==> src/rtl/run_detector.sv <==
// Run-length detector: z rises once w has held one value for RUN_LEN enabled samples.
// Binary or one-hot state encoding from one source, plus a saturating detection counter.
module run_detector #(
    parameter int RUN_LEN = 2,
    parameter int ONE_HOT = 0,
    parameter int CNT_W   = 8,
    localparam int NS      = 2*RUN_LEN + 1,
    localparam int STATE_W = (ONE_HOT != 0) ? NS : $clog2(NS)
) (
    input  logic               clk,
    input  logic               reset,
    input  logic               en,
    input  logic               w,
    input  logic               clr_cnt,
    output logic               z,
    output logic               run_val,
    output logic [STATE_W-1:0] state,
    output logic [CNT_W-1:0]   run_count
);
    localparam int IW = $clog2(NS);

    // State index space: 0 = IDLE, 1..N = Z1..ZN, N+1..2N = O1..ON.
    localparam logic [IW-1:0] Z1     = IW'(1);
    localparam logic [IW-1:0] TERM_Z = IW'(RUN_LEN);
    localparam logic [IW-1:0] O1     = IW'(RUN_LEN + 1);
    localparam logic [IW-1:0] TERM_O = IW'(2*RUN_LEN);
    localparam logic [STATE_W-1:0] IDLE_CODE = (ONE_HOT != 0) ? STATE_W'(1) : '0;

    typedef enum logic [1:0] {K_IDLE, K_ZERO, K_ONE, K_BAD} kind_t;

    logic [STATE_W-1:0] cur_state, nxt_state;
    logic [IW-1:0]      cur_idx, nxt_idx;
    logic               legal;
    logic               inc;
    kind_t              kind;
    logic [CNT_W-1:0]   count;

    // Encoding-specific decode of the register into an index, and encode of the next index.
    generate
        if (ONE_HOT != 0) begin : g_onehot
            always_comb begin
                cur_idx = '0;
                for (int i = 0; i < NS; i++)
                    if (cur_state[i]) cur_idx = IW'(i);
            end
            assign legal     = $onehot(cur_state);
            assign nxt_state = STATE_W'(1) << nxt_idx;
        end else begin : g_binary
            assign cur_idx   = cur_state;
            assign legal     = (cur_state <= STATE_W'(2*RUN_LEN));
            assign nxt_state = nxt_idx;
        end
    endgenerate

    always_ff @(posedge clk or negedge reset) begin
        if (!reset) cur_state <= IDLE_CODE;
        else        cur_state <= nxt_state;
    end

    always_comb begin
        kind    = K_BAD;
        nxt_idx = cur_idx;
        if (legal) begin
            if (cur_idx == '0)         kind = K_IDLE;
            else if (cur_idx <= TERM_Z) kind = K_ZERO;
            else                        kind = K_ONE;
        end
        // Illegal codes recover to IDLE even while sampling is disabled.
        if (kind == K_BAD) begin
            nxt_idx = '0;
        end else if (en) begin
            if (!w)
                nxt_idx = (kind != K_ZERO) ? Z1 : (cur_idx == TERM_Z) ? TERM_Z : cur_idx + 1'b1;
            else
                nxt_idx = (kind != K_ONE) ? O1 : (cur_idx == TERM_O) ? TERM_O : cur_idx + 1'b1;
        end
    end

    // One count per run: only the edge that enters a terminal state from elsewhere.
    assign inc = (kind != K_BAD) && (nxt_idx != cur_idx) &&
                 ((nxt_idx == TERM_Z) || (nxt_idx == TERM_O));

    always_ff @(posedge clk or negedge reset) begin
        if (!reset)                    count <= '0;
        else if (clr_cnt)              count <= '0;
        else if (inc && (count != '1)) count <= count + 1'b1;
    end

    assign z         = ((kind == K_ZERO) && (cur_idx == TERM_Z)) ||
                       ((kind == K_ONE)  && (cur_idx == TERM_O));
    assign run_val   = (kind == K_ONE);
    assign state     = cur_state;
    assign run_count = count;
endmodule

==> config.mk <==
export PLATFORM = sky130hd
export DESIGN_NAME = run_detector
export DESIGN_NICKNAME = d
export VERILOG_FILES = /design/src/rtl/run_detector.sv
export SDC_FILE = /design/constraint.sdc
export NUM_CORES = 1
export LEC_CHECK = 0
export BUFFER_PORTS_ARGS = -buffer_cell sky130_fd_sc_hd__buf_2
export CAP_MARGIN = 20
export CORE_MARGIN = 10
export CORE_UTILIZATION = 50
export CTS_CLUSTER_SIZE = 25
export DETAILED_ROUTE_END_ITERATION = 10
export GPL_ROUTABILITY_DRIVEN = 0
export PLACE_DENSITY = 0.74
export SYNTH_ARGS = -nofsm -noshare
export SYNTH_HDL_FRONTEND = slang
export SYNTH_SLANG_ARGS = --single-unit
==> constraint.sdc <==
create_clock -name clk -period 3.6 [get_ports clk]
set_input_delay 0.36 -clock clk [delete_from_list [all_inputs] [get_ports clk]]
set_output_delay 0.36 -clock clk [all_outputs]
set_load 0.05 [all_outputs]
# Word level (Yosys, flattened, before mapping)
# Cells that the tools add are included.
# W data, S select, Z words.
dict set report classes {
  add_sub_neg 2
  magnitude_cmp 2
  n_eq_ne 12
  n_mux 12
  n_reduce_logical 9
}
# operator count
set op_table {}
lappend op_table {{$mux W3} 7}
lappend op_table {{$mux W8} 2}
lappend op_table {{$add A8 B1 Y8 const B} 1}
lappend op_table {{$ne A8 B8 Y1 const B} 1}
lappend op_table {{$eq A3 B2 Y1 const B} 2}
lappend op_table {{$eq A3 B3 Y1 const B} 2}
lappend op_table {{$mux W2} 3}
lappend op_table {{$logic_and A1 B1 Y1} 5}
lappend op_table {{$eq A2 B2 Y1 const B} 2}
lappend op_table {{$ne A2 B2 Y1 const B} 2}
lappend op_table {{$add A3 B1 Y3 const B} 1}
lappend op_table {{$le A3 B2 Y1 const B} 1}
lappend op_table {{$le A3 B3 Y1 const B} 1}
lappend op_table {{$logic_not A3 Y1} 1}
lappend op_table {{$ne A3 B3 Y1} 1}
lappend op_table {{$eq A2 B1 Y1 const B} 1}
lappend op_table {{$logic_or A1 B1 Y1} 2}
lappend op_table {{$ne A2 B1 Y1 const B} 1}
lappend op_table {{$reduce_bool A2 Y1} 1}
dict set report totals {
  reg_bits 11
  out_inout_bits 13
  wordCells 39
}

# Longest topological paths before layout
# Gate-level depths: netlist of run 1.
dict set report depth {
  word_depth 15
  ltp_mapped 11
  ltp_nobuf 8
}

# Worst setup path after synthesis of run 1
# Ideal clock, no wire load.
dict set report synth_timing {
  path_type {register to register}
  startpoint {register cur_state[0] (netlist: state[0])}
  endpoint {register count[6] (netlist: run_count[6])}
  setup_ns 0.078
  t_arrival_ns 2.813
  setup_slack_ns 0.710
  stages_incl_launch_ff 10
  n_path_buf 1
  period_less_slack_ns 2.890
  cell_sequence {dfrtp_1 -> buf_2 -> inv_1 -> ha_1 -> nor2b_1 -> o211a_1 -> o221ai_1 -> mux2_2 -> or4_1 -> a21oi_1}
}
dict set report synth_via {
  elab_chain_cells 14
  word_cells_on_any_way 28
}
# item line
set synth_lines {}
lappend synth_lines {{from (decl)} 31} ;# logic [STATE_W-1:0] cur_state, nxt_state;
lappend synth_lines {{from (signal assigned)} 57} ;# else cur_state <= nxt_state;
lappend synth_lines {{$le A3 B2 Y1} 65} ;# else if (cur_idx <= TERM_Z) kind = K_ZERO;
lappend synth_lines {{$mux W2} 65}
lappend synth_lines {{$mux W2} 64} ;# if (cur_idx == '0) kind = K_IDLE;
lappend synth_lines {{$mux W2} 63} ;# if (legal) begin
lappend synth_lines {{$ne A2 B1 Y1 or $ne A2 B2 Y1 (tied branches)} {73, 75}}
lappend synth_lines {{$mux W3 (on tied branches)} {73, 75}}
lappend synth_lines {{$mux W3} 72} ;# if (!w)
lappend synth_lines {{$mux W3} 71} ;# end else if (en) begin
lappend synth_lines {{$mux W3} 69} ;# if (kind == K_BAD) begin
lappend synth_lines {{$ne A3 B3 Y1, or another cell as far along} 80} ;# assign inc = (kind != K_BAD) && (nxt_idx != cur_idx) &&
lappend synth_lines {{$logic_and A1 B1 Y1 or $logic_or A1 B1 Y1 (tied branches)} {80, 81}}
lappend synth_lines {{$logic_and A1 B1 Y1 (*)} 80}
lappend synth_lines {{$logic_and A1 B1 Y1 (*)} 86} ;# else if (inc && (count != '1)) count <= count + 1'b1;
lappend synth_lines {{$reduce_bool A2 Y1 (no source line) (*)} --}
lappend synth_lines {{to (signal assigned)} 86}
lappend synth_lines {{to (decl)} 36} ;# logic [CNT_W-1:0] count;
# Every way passes the cells marked *; elsewhere a longest branch is shown, timed or not.
# A chain may end at the register's enable or synchronous reset.

# Final worst setup path of run 1
# Same ends and word-level chain as after synthesis.

==> flow_results.xml, run 1 <==
<?xml version="1.0" encoding="UTF-8"?>
<metrics>
  <group name="grt">
    <metric name="grt-ovfl-total" unit="">0</metric>
    <metric name="number_of_global_route_vias_before_repair" unit="">683</metric>
    <metric name="grt_pass1_wl" unit="mm">3.12</metric>
    <metric name="grt_start_max_net_pins" unit="">17</metric>
    <metric name="grt_use_total" unit="%">10.5</metric>
    <metric name="antenna_violations_before_repair" unit="">0</metric>
  </group>
  <group name="drt">
    <metric name="post_drt_via_cell_ratio" unit="">6.22</metric>
    <metric name="first_pass_iteration_count_of_the_detailed_router" unit="">4</metric>
    <metric name="wl_per_cell" unit="µm">15.7</metric>
    <metric name="drc" unit="">0</metric>
    <metric name="vias" unit="">802</metric>
    <metric name="routed_wl" unit="mm">2.02</metric>
    <metric name="initialDrtViolationCount" unit="">16</metric>
    <metric name="post_drt_antenna_nets" unit="">0</metric>
  </group>
  <group name="floorplanning">
    <metric name="die_h" unit="µm">61.1</metric>
    <metric name="placeable_core_region" unit="mm²">0.00156</metric>
    <metric name="start_util" unit="%">54.3</metric>
    <metric name="io_pins" unit="">18</metric>
    <metric name="die-area" unit="mm²">0.00374</metric>
    <metric name="die_width" unit="µm">61.1</metric>
    <metric name="fp-row-count" unit="">14</metric>
  </group>
  <group name="cells_and_area">
    <metric name="postLayoutCellArea" unit="µm²">925</metric>
    <metric name="drive_gt1_share" unit="%">21.2</metric>
    <metric name="synth_to_layout_area_growth" unit="%">9.32</metric>
    <metric name="n_antenna_cell" unit="">0</metric>
    <metric name="nets" unit="">122</metric>
  </group>
  <group name="status">
    <metric name="status" unit="">completed</metric>
  </group>
  <group name="flow_run">
    <metric name="max_cap_violations" unit="">0</metric>
  </group>
  <group name="pwr">
    <metric name="leakagePower" unit="nW">0.434</metric>
    <metric name="worst_ir_drop_vdd" unit="V">0.000347</metric>
    <metric name="power.density" unit="mW/mm²">785</metric>
  </group>
  <group name="sta">
    <metric name="max_slew_margin" unit="%">70.8</metric>
    <metric name="timing.final.hold_violations" unit="">0</metric>
    <metric name="tightest_slew" unit="ps">438</metric>
    <metric name="max_freq" unit="MHz">362</metric>
    <metric name="final_max_slew_viol_count" unit="">0</metric>
    <metric name="timing.final.crit_share" unit="%">76.7</metric>
    <metric name="rsz0062_at_grt" unit="">false</metric>
    <metric name="totalNegativeSetupSlack" unit="ps">0</metric>
    <metric name="period_minus_slack" unit="ps">2760</metric>
    <metric name="final_clock_skew" unit="ps">2.99</metric>
    <metric name="worst_hold_slack_after_final_layout" unit="ps">351</metric>
    <metric name="setup_viol" unit="">0</metric>
  </group>
  <group name="logic_synthesis">
    <metric name="synth.yosys.seq_area_share" unit="%">32.5</metric>
    <metric name="number_of_synthesis_warnings" unit="">0</metric>
    <metric name="synth_seq_cells" unit="">11</metric>
    <metric name="syn-instance-count" unit="">99</metric>
    <metric name="synthesis.area_per_instance" unit="µm²">8.54</metric>
    <metric name="synth_nets" unit="">107</metric>
    <metric name="yosys.cell_types.count" unit="">36</metric>
    <metric name="synthesis.area" unit="µm²">846</metric>
  </group>
  <group name="worst_hold_path">
    <metric name="hold_depth" unit="">2</metric>
    <metric name="min_delay_worst_endpoint" unit="">run_count[6]</metric>
    <metric name="holdCritPathClass" unit="">in2reg</metric>
    <metric name="hp-start" unit="">clr_cnt</metric>
  </group>
  <group name="cts">
    <metric name="clock_tree.htree_level_count" unit="">1</metric>
    <metric name="cts.path.max_buffers" unit="">2</metric>
    <metric name="cts_sinks" unit="">11</metric>
    <metric name="cts_buffers" unit="">3</metric>
    <metric name="tritoncts" unit="">yes</metric>
    <metric name="clock-root-buffer" unit="">sky130_fd_sc_hd__clkbuf_4</metric>
    <metric name="clk_pin_slew_worst_paths" unit="ps">70</metric>
    <metric name="clock_latency" unit="ps">260</metric>
    <metric name="post_cts_resized" unit="">0</metric>
  </group>
  <group name="setup_path">
    <metric name="cpMaxStageDelayCell" unit="">sky130_fd_sc_hd__dfrtp_1</metric>
    <metric name="cp.required" unit="ps">3800</metric>
    <metric name="crit_fanout" unit="">16</metric>
    <metric name="start_kind" unit="">register</metric>
    <metric name="cp-end-kind" unit="">register</metric>
    <metric name="r2r-start" unit="">state[0]</metric>
    <metric name="max_stage_delay" unit="ps">540</metric>
    <metric name="criticalPathCategory" unit="">reg2reg</metric>
    <metric name="critical_path.cell_chain" unit="">inv_1, ha_1, nor2b_1, o211a_1, o221ai_1, mux2_2, or4_1, a21oi_1</metric>
    <metric name="ff2ff_setup_slack" unit="ps">840</metric>
    <metric name="depth_of_the_worst_register_to_register_path" unit="">8</metric>
    <metric name="reg2reg_to" unit="">run_count[6]</metric>
    <metric name="worstPathArrival" unit="ps">2960</metric>
  </group>
  <group name="placed_design">
    <metric name="detailed_place_hpwl" unit="mm">1.47</metric>
    <metric name="detailed_place.area" unit="µm²">888</metric>
    <metric name="place.port_buffers" unit="">17</metric>
  </group>
</metrics>
==> per-stage QoR <==
step	instances	worst slack, ps	power, mW	utilization [%]
detailed placement	124	864	0.642	57.0
CTS	129	852	0.723	59.3
global placement	124	955	0.621	57.0
finish	129	837	0.726	59.3
floorplan	99	710	0.582	-
global route	129	637	0.778	59.3
==> kinds of logic after synthesis <==
kind of cell / share of synthesized area [%]
AO/OA/AOI/OAI: 29.4
AND/OR/NAND/NOR: 22.6
buffers and inverters: 9.61
flip-flops: 32.5
adder cells (fa/ha/maj): 4.44
multiplexers: 1.33
==> area by class of cell <==
cell class | instances | area (µm²)
Inverter | 5 | 18.8
Multi-Input combinational cell | 75 | 489
Clock buffer | 4 | 26.3
Fill cell | 153 | 634
Sequential cell | 11 | 275
Tap cell | 16 | 20.0
Timing Repair Buffer | 18 | 95.1
==> worst max path at each step <==
stage / startpoint / end / slack [ps]
global placement: state[0] / run_count[6] / 960
detailed placement: state[0] / run_count[6] / 860
finish: state[0] / run_count[6] / 840
global route: state[0] / run_count[5] / 640
CTS: state[0] / run_count[6] / 850
floorplan: state[0] / run_count[6] / 710
==> synth_stat cells, drive strengths merged <==
master	instances	area, µm²
nand2	5	18.8
a32o	1	10.0
mux2	1	11.3
nor2	3	11.3
or3	4	25.0
a31oi	1	6.26
nor3	1	5.00
dfrtp	11	275
o21ai	10	53.8
o211ai	3	22.5
o221ai	1	8.76
ha	3	37.5
nand2b	2	12.5
nand3	4	20.0
o211a	1	10.0
a21o	2	15.0
inv	5	18.8
o31ai	3	22.5
or3b	2	17.5
nand4	1	6.26
a311oi	1	15.0
o22ai	1	6.26
nor2b	1	6.26
a21oi	11	55.1
and3	5	31.3
nand3b	2	15.0
a21boi	1	7.51
or4	3	22.5
o2111ai	1	8.76
o21bai	1	7.51
buf	8	62.6
==> placed cells by master, fill, tap and decap left out, types with 4 or more instances in the layout <==
master | Yosys | routed
sky130_fd_sc_hd__inv_1 | 5 | 5
sky130_fd_sc_hd__a21oi_1 | 11 | 11
sky130_fd_sc_hd__buf_2 | 2 | 17
sky130_fd_sc_hd__or3_1 | 4 | 4
sky130_fd_sc_hd__nand3_1 | 4 | 4
sky130_fd_sc_hd__dfrtp_1 | 11 | 11
sky130_fd_sc_hd__and3_1 | 5 | 5
sky130_fd_sc_hd__o21ai_0 | 9 | 9
sky130_fd_sc_hd__nand2_1 | 5 | 5
==> what timing repair did <==
action | 4_1_cts | 5_1_grt
buffers inserted | 0 | 0
hold buffers | 1 | 0
hold endpoints to repair | 11 | 0
==> critical path, delay by kind of cell, from the launching register on <==
kind	cells	cell delay, ps
AND/OR/NAND/NOR	2	680
AO/OA/AOI/OAI	3	560
flip-flops	1	540
multiplexers	1	480
adder cells (fa/ha/maj)	1	320
buffers and inverters	1	110
==> flip-flops by register name, summed over array words and instances, names as in the netlist <==
| signal | flops |
|---|---|
| run_count | 8 |
| state | 3 |
==> layer usage <==
layer / track usage, % / share of wire, %
met1: 13.8 / 47
met2: 16.4 / 46
met3: 2.47 / 5.9
met4: 3.91 / 0.94
met5: 0 / 0
==> report_power, final <==
group          internal (mW)  total [mW]  switching [mW]
Sequential             0.142       0.186          0.0442
Combinational          0.138       0.456           0.318
Clock                 0.0428      0.0835          0.0407
Total                  0.323       0.726           0.403
(Power assumes the default switching activity.)
==> run 2, diff against run 1 <==
clock period = 2.6 ns   (was 3.6 ns; I/O delays follow)
==> run 2 against run 1 <==
  * Wire length is 5.3% higher
  * Highest routed layer unchanged
  * Utilization is 2.7 points higher
  * Final cell count is 3.1% higher
  * Global-route usage is 1.5 points higher
  * Combinational power is 64% higher
==> flow_results.xml, run 2 (synthesis results as in run 1) <==
<?xml version="1.0" encoding="UTF-8"?>
<metrics>
  <group name="status">
    <metric name="status" unit="">completed</metric>
  </group>
  <group name="sta">
    <metric name="setup_viol" unit="">0</metric>
    <metric name="max_freq" unit="MHz">408</metric>
    <metric name="tightest_slew" unit="ps">368</metric>
    <metric name="rsz0062_at_grt" unit="">false</metric>
    <metric name="max_slew_margin" unit="%">75.4</metric>
    <metric name="timing.final.crit_share" unit="%">94.2</metric>
    <metric name="timing.final.hold_violations" unit="">0</metric>
    <metric name="totalNegativeSetupSlack" unit="ps">0</metric>
    <metric name="final_max_slew_viol_count" unit="">0</metric>
    <metric name="period_minus_slack" unit="ps">2450</metric>
    <metric name="final_clock_skew" unit="ps">3.70</metric>
  </group>
  <group name="cts">
    <metric name="cts_sinks" unit="">11</metric>
    <metric name="clk_pin_slew_worst_paths" unit="ps">70</metric>
    <metric name="tritoncts" unit="">yes</metric>
    <metric name="clock_tree.htree_level_count" unit="">1</metric>
    <metric name="cts.path.max_buffers" unit="">2</metric>
    <metric name="clock-root-buffer" unit="">sky130_fd_sc_hd__clkbuf_4</metric>
    <metric name="post-cts-setup-buffers" unit="">0</metric>
    <metric name="cts_buffers" unit="">3</metric>
    <metric name="clock_latency" unit="ps">270</metric>
  </group>
  <group name="pwr">
    <metric name="leakagePower" unit="nW">0.457</metric>
    <metric name="power.share.switching" unit="%">53.1</metric>
    <metric name="power.total" unit="mW">1.09</metric>
    <metric name="power.combinational.fraction" unit="%">68.6</metric>
    <metric name="worst_ir_drop_vdd" unit="V">0.000574</metric>
    <metric name="power.density" unit="mW/mm²">1130</metric>
    <metric name="power_share_of_the_sequential_group" unit="%">20.5</metric>
    <metric name="cellInternalPower" unit="µW">511</metric>
    <metric name="proportion_of_power_drawn_by_the_clock_network" unit="%">10.8</metric>
    <metric name="switching_power" unit="µW">579</metric>
  </group>
  <group name="drt">
    <metric name="vias" unit="">820</metric>
    <metric name="post_drt_antenna_nets" unit="">0</metric>
    <metric name="post_drt_via_cell_ratio" unit="">6.17</metric>
    <metric name="initialDrtViolationCount" unit="">11</metric>
    <metric name="drc" unit="">0</metric>
    <metric name="routed_wl" unit="mm">2.13</metric>
    <metric name="first_pass_iteration_count_of_the_detailed_router" unit="">4</metric>
    <metric name="wl_per_cell" unit="µm">16.0</metric>
  </group>
  <group name="cells_and_area">
    <metric name="nFillCells" unit="">147</metric>
    <metric name="layout.cells.most_common_list" unit="">sky130_fd_sc_hd__buf_2 (17), sky130_fd_sc_hd__a21oi_1 (11), sky130_fd_sc_hd__dfrtp_1 (9)</metric>
    <metric name="n_antenna_cell" unit="">0</metric>
    <metric name="nets" unit="">126</metric>
    <metric name="drive_gt1_share" unit="%">26.5</metric>
    <metric name="max_reg_flops" unit="">8</metric>
    <metric name="synth_to_layout_area_growth" unit="%">14.3</metric>
    <metric name="layout.cells.most_common" unit="">sky130_fd_sc_hd__buf_2</metric>
  </group>
  <group name="setup_path">
    <metric name="start_kind" unit="">register</metric>
    <metric name="criticalPathCategory" unit="">reg2reg</metric>
    <metric name="worstPathArrival" unit="ps">2650</metric>
    <metric name="cp-end-kind" unit="">register</metric>
    <metric name="crit_fanout" unit="">10</metric>
    <metric name="cp.required" unit="ps">2800</metric>
    <metric name="ff2ff_setup_slack" unit="ps">150</metric>
  </group>
  <group name="placed_design">
    <metric name="place.port_buffers" unit="">17</metric>
    <metric name="detailed_place_hpwl" unit="mm">1.64</metric>
  </group>
  <group name="grt">
    <metric name="global_route.usage.met2" unit="%">21.7</metric>
    <metric name="met3_use_gr" unit="%">2.88</metric>
    <metric name="grt_start_max_net_pins" unit="">17</metric>
    <metric name="grt.met1_usage" unit="%">13.3</metric>
    <metric name="grt-ovfl-total" unit="">0</metric>
    <metric name="busiest_layer" unit="">met2</metric>
    <metric name="grt_use_total" unit="%">12.0</metric>
    <metric name="grt_pass1_wl" unit="mm">3.47</metric>
    <metric name="antenna_violations_before_repair" unit="">0</metric>
    <metric name="number_of_global_route_vias_before_repair" unit="">808</metric>
  </group>
  <group name="flow_run">
    <metric name="max_cap_violations" unit="">0</metric>
  </group>
  <group name="floorplanning">
    <metric name="die_width" unit="µm">61.1</metric>
    <metric name="die_h" unit="µm">61.1</metric>
    <metric name="die-area" unit="mm²">0.00374</metric>
    <metric name="start_util" unit="%">54.3</metric>
    <metric name="io_pins" unit="">18</metric>
    <metric name="fp-row-count" unit="">14</metric>
    <metric name="placeable_core_region" unit="mm²">0.00156</metric>
  </group>
  <group name="worst_hold_path">
    <metric name="holdCritPathClass" unit="">in2reg</metric>
  </group>
</metrics>
run 2: cell count changes in the layout (fill, tap and decap cells not counted):
cell,before,now
sky130_fd_sc_hd__o221ai_2,0,1
sky130_fd_sc_hd__a21boi_1,0,1
sky130_fd_sc_hd__a21boi_0,1,0
sky130_fd_sc_hd__o221ai_1,1,0
sky130_fd_sc_hd__dfrtp_1,11,9
sky130_fd_sc_hd__buf_4,0,4
sky130_fd_sc_hd__o21ai_1,0,1
sky130_fd_sc_hd__o21ai_0,9,8
sky130_fd_sc_hd__mux2_2,1,0
sky130_fd_sc_hd__dfrtp_2,0,2
sky130_fd_sc_hd__mux2_4,0,1
run 2: worst max-delay path, stage by stage (launching register included):
cell and delay, ps:
sky130_fd_sc_hd__dfrtp_2 400, sky130_fd_sc_hd__inv_1 80, sky130_fd_sc_hd__ha_1 290, sky130_fd_sc_hd__buf_4 200, sky130_fd_sc_hd__o21bai_1 120, sky130_fd_sc_hd__o22ai_1 110
sky130_fd_sc_hd__a311oi_2 310, sky130_fd_sc_hd__o21ai_2 190, sky130_fd_sc_hd__or4_1 510, sky130_fd_sc_hd__a21oi_1 160
run 2: through the flow:
stage               area [µm²]  hold slack [ps]  instances  setup WS [ps]  util, %
CTS                        967              249        133            135     62.0
global placement           931              140        128            230     59.7
global route               967              255        133           20.3     62.0
detailed placement         931              142        128            158     59.7
finish                     967              249        133            150     62.0
floorplan                  867            -35.6         99           2.39        -
run 2: worst paths after layout:
| path | depth (start not counted) | startpoint | to |
|---|---|---|---|
| worst max-delay path | 9 | state[0] | run_count[5] |
| worst min-delay path | 2 | clr_cnt | run_count[0] |
| worst max register to register | 9 | state[0] | run_count[5] |
| worst min register to register | 2 | run_count[1] | run_count[1] |
| max in group asynchronous | 2 | reset | state[0] |
| min in group asynchronous | 2 | reset | run_count[1] |
run 2: final cells by class:
class | instances | area (µm²) | area share, %
Multi-Input combinational cell | 75 | 499 | 51.6
Sequential cell | 11 | 278 | 28.7
Timing Repair Buffer | 22 | 125 | 12.9
Clock buffer | 4 | 26.3 | 2.72
Tap cell | 16 | 20.0 | 2.07
Inverter | 5 | 18.8 | 1.94
run 2: power by group through the flow:
stage | combinational [mW] | clock (mW) | sequential (mW)
2_1_floorplan | 0.533 | 0 | 0.315
3_3_place_gp | 0.718 | 0 | 0.226
3_5_place_dp | 0.745 | 0 | 0.227
4_1_cts | 0.747 | 0.121 | 0.223
5_1_grt | 0.818 | 0.131 | 0.229
6_report | 0.748 | 0.118 | 0.224
run 2: layer usage:
layer  vias up  routed length (µm)  part of all wire, %
met5         -                   0                    0
met4         0                  21                 0.98
met3         2                  92                  4.3
met2        17                1110                   52
met1       392                 911                   43
li1        409                   -                    -
run 2: what timing repair did:
action                                  CTS  global route
hold buffers                              1             0
gates resized for setup                   0             1
endpoints found under the setup margin    0             3
hold endpoints to repair                 11             0
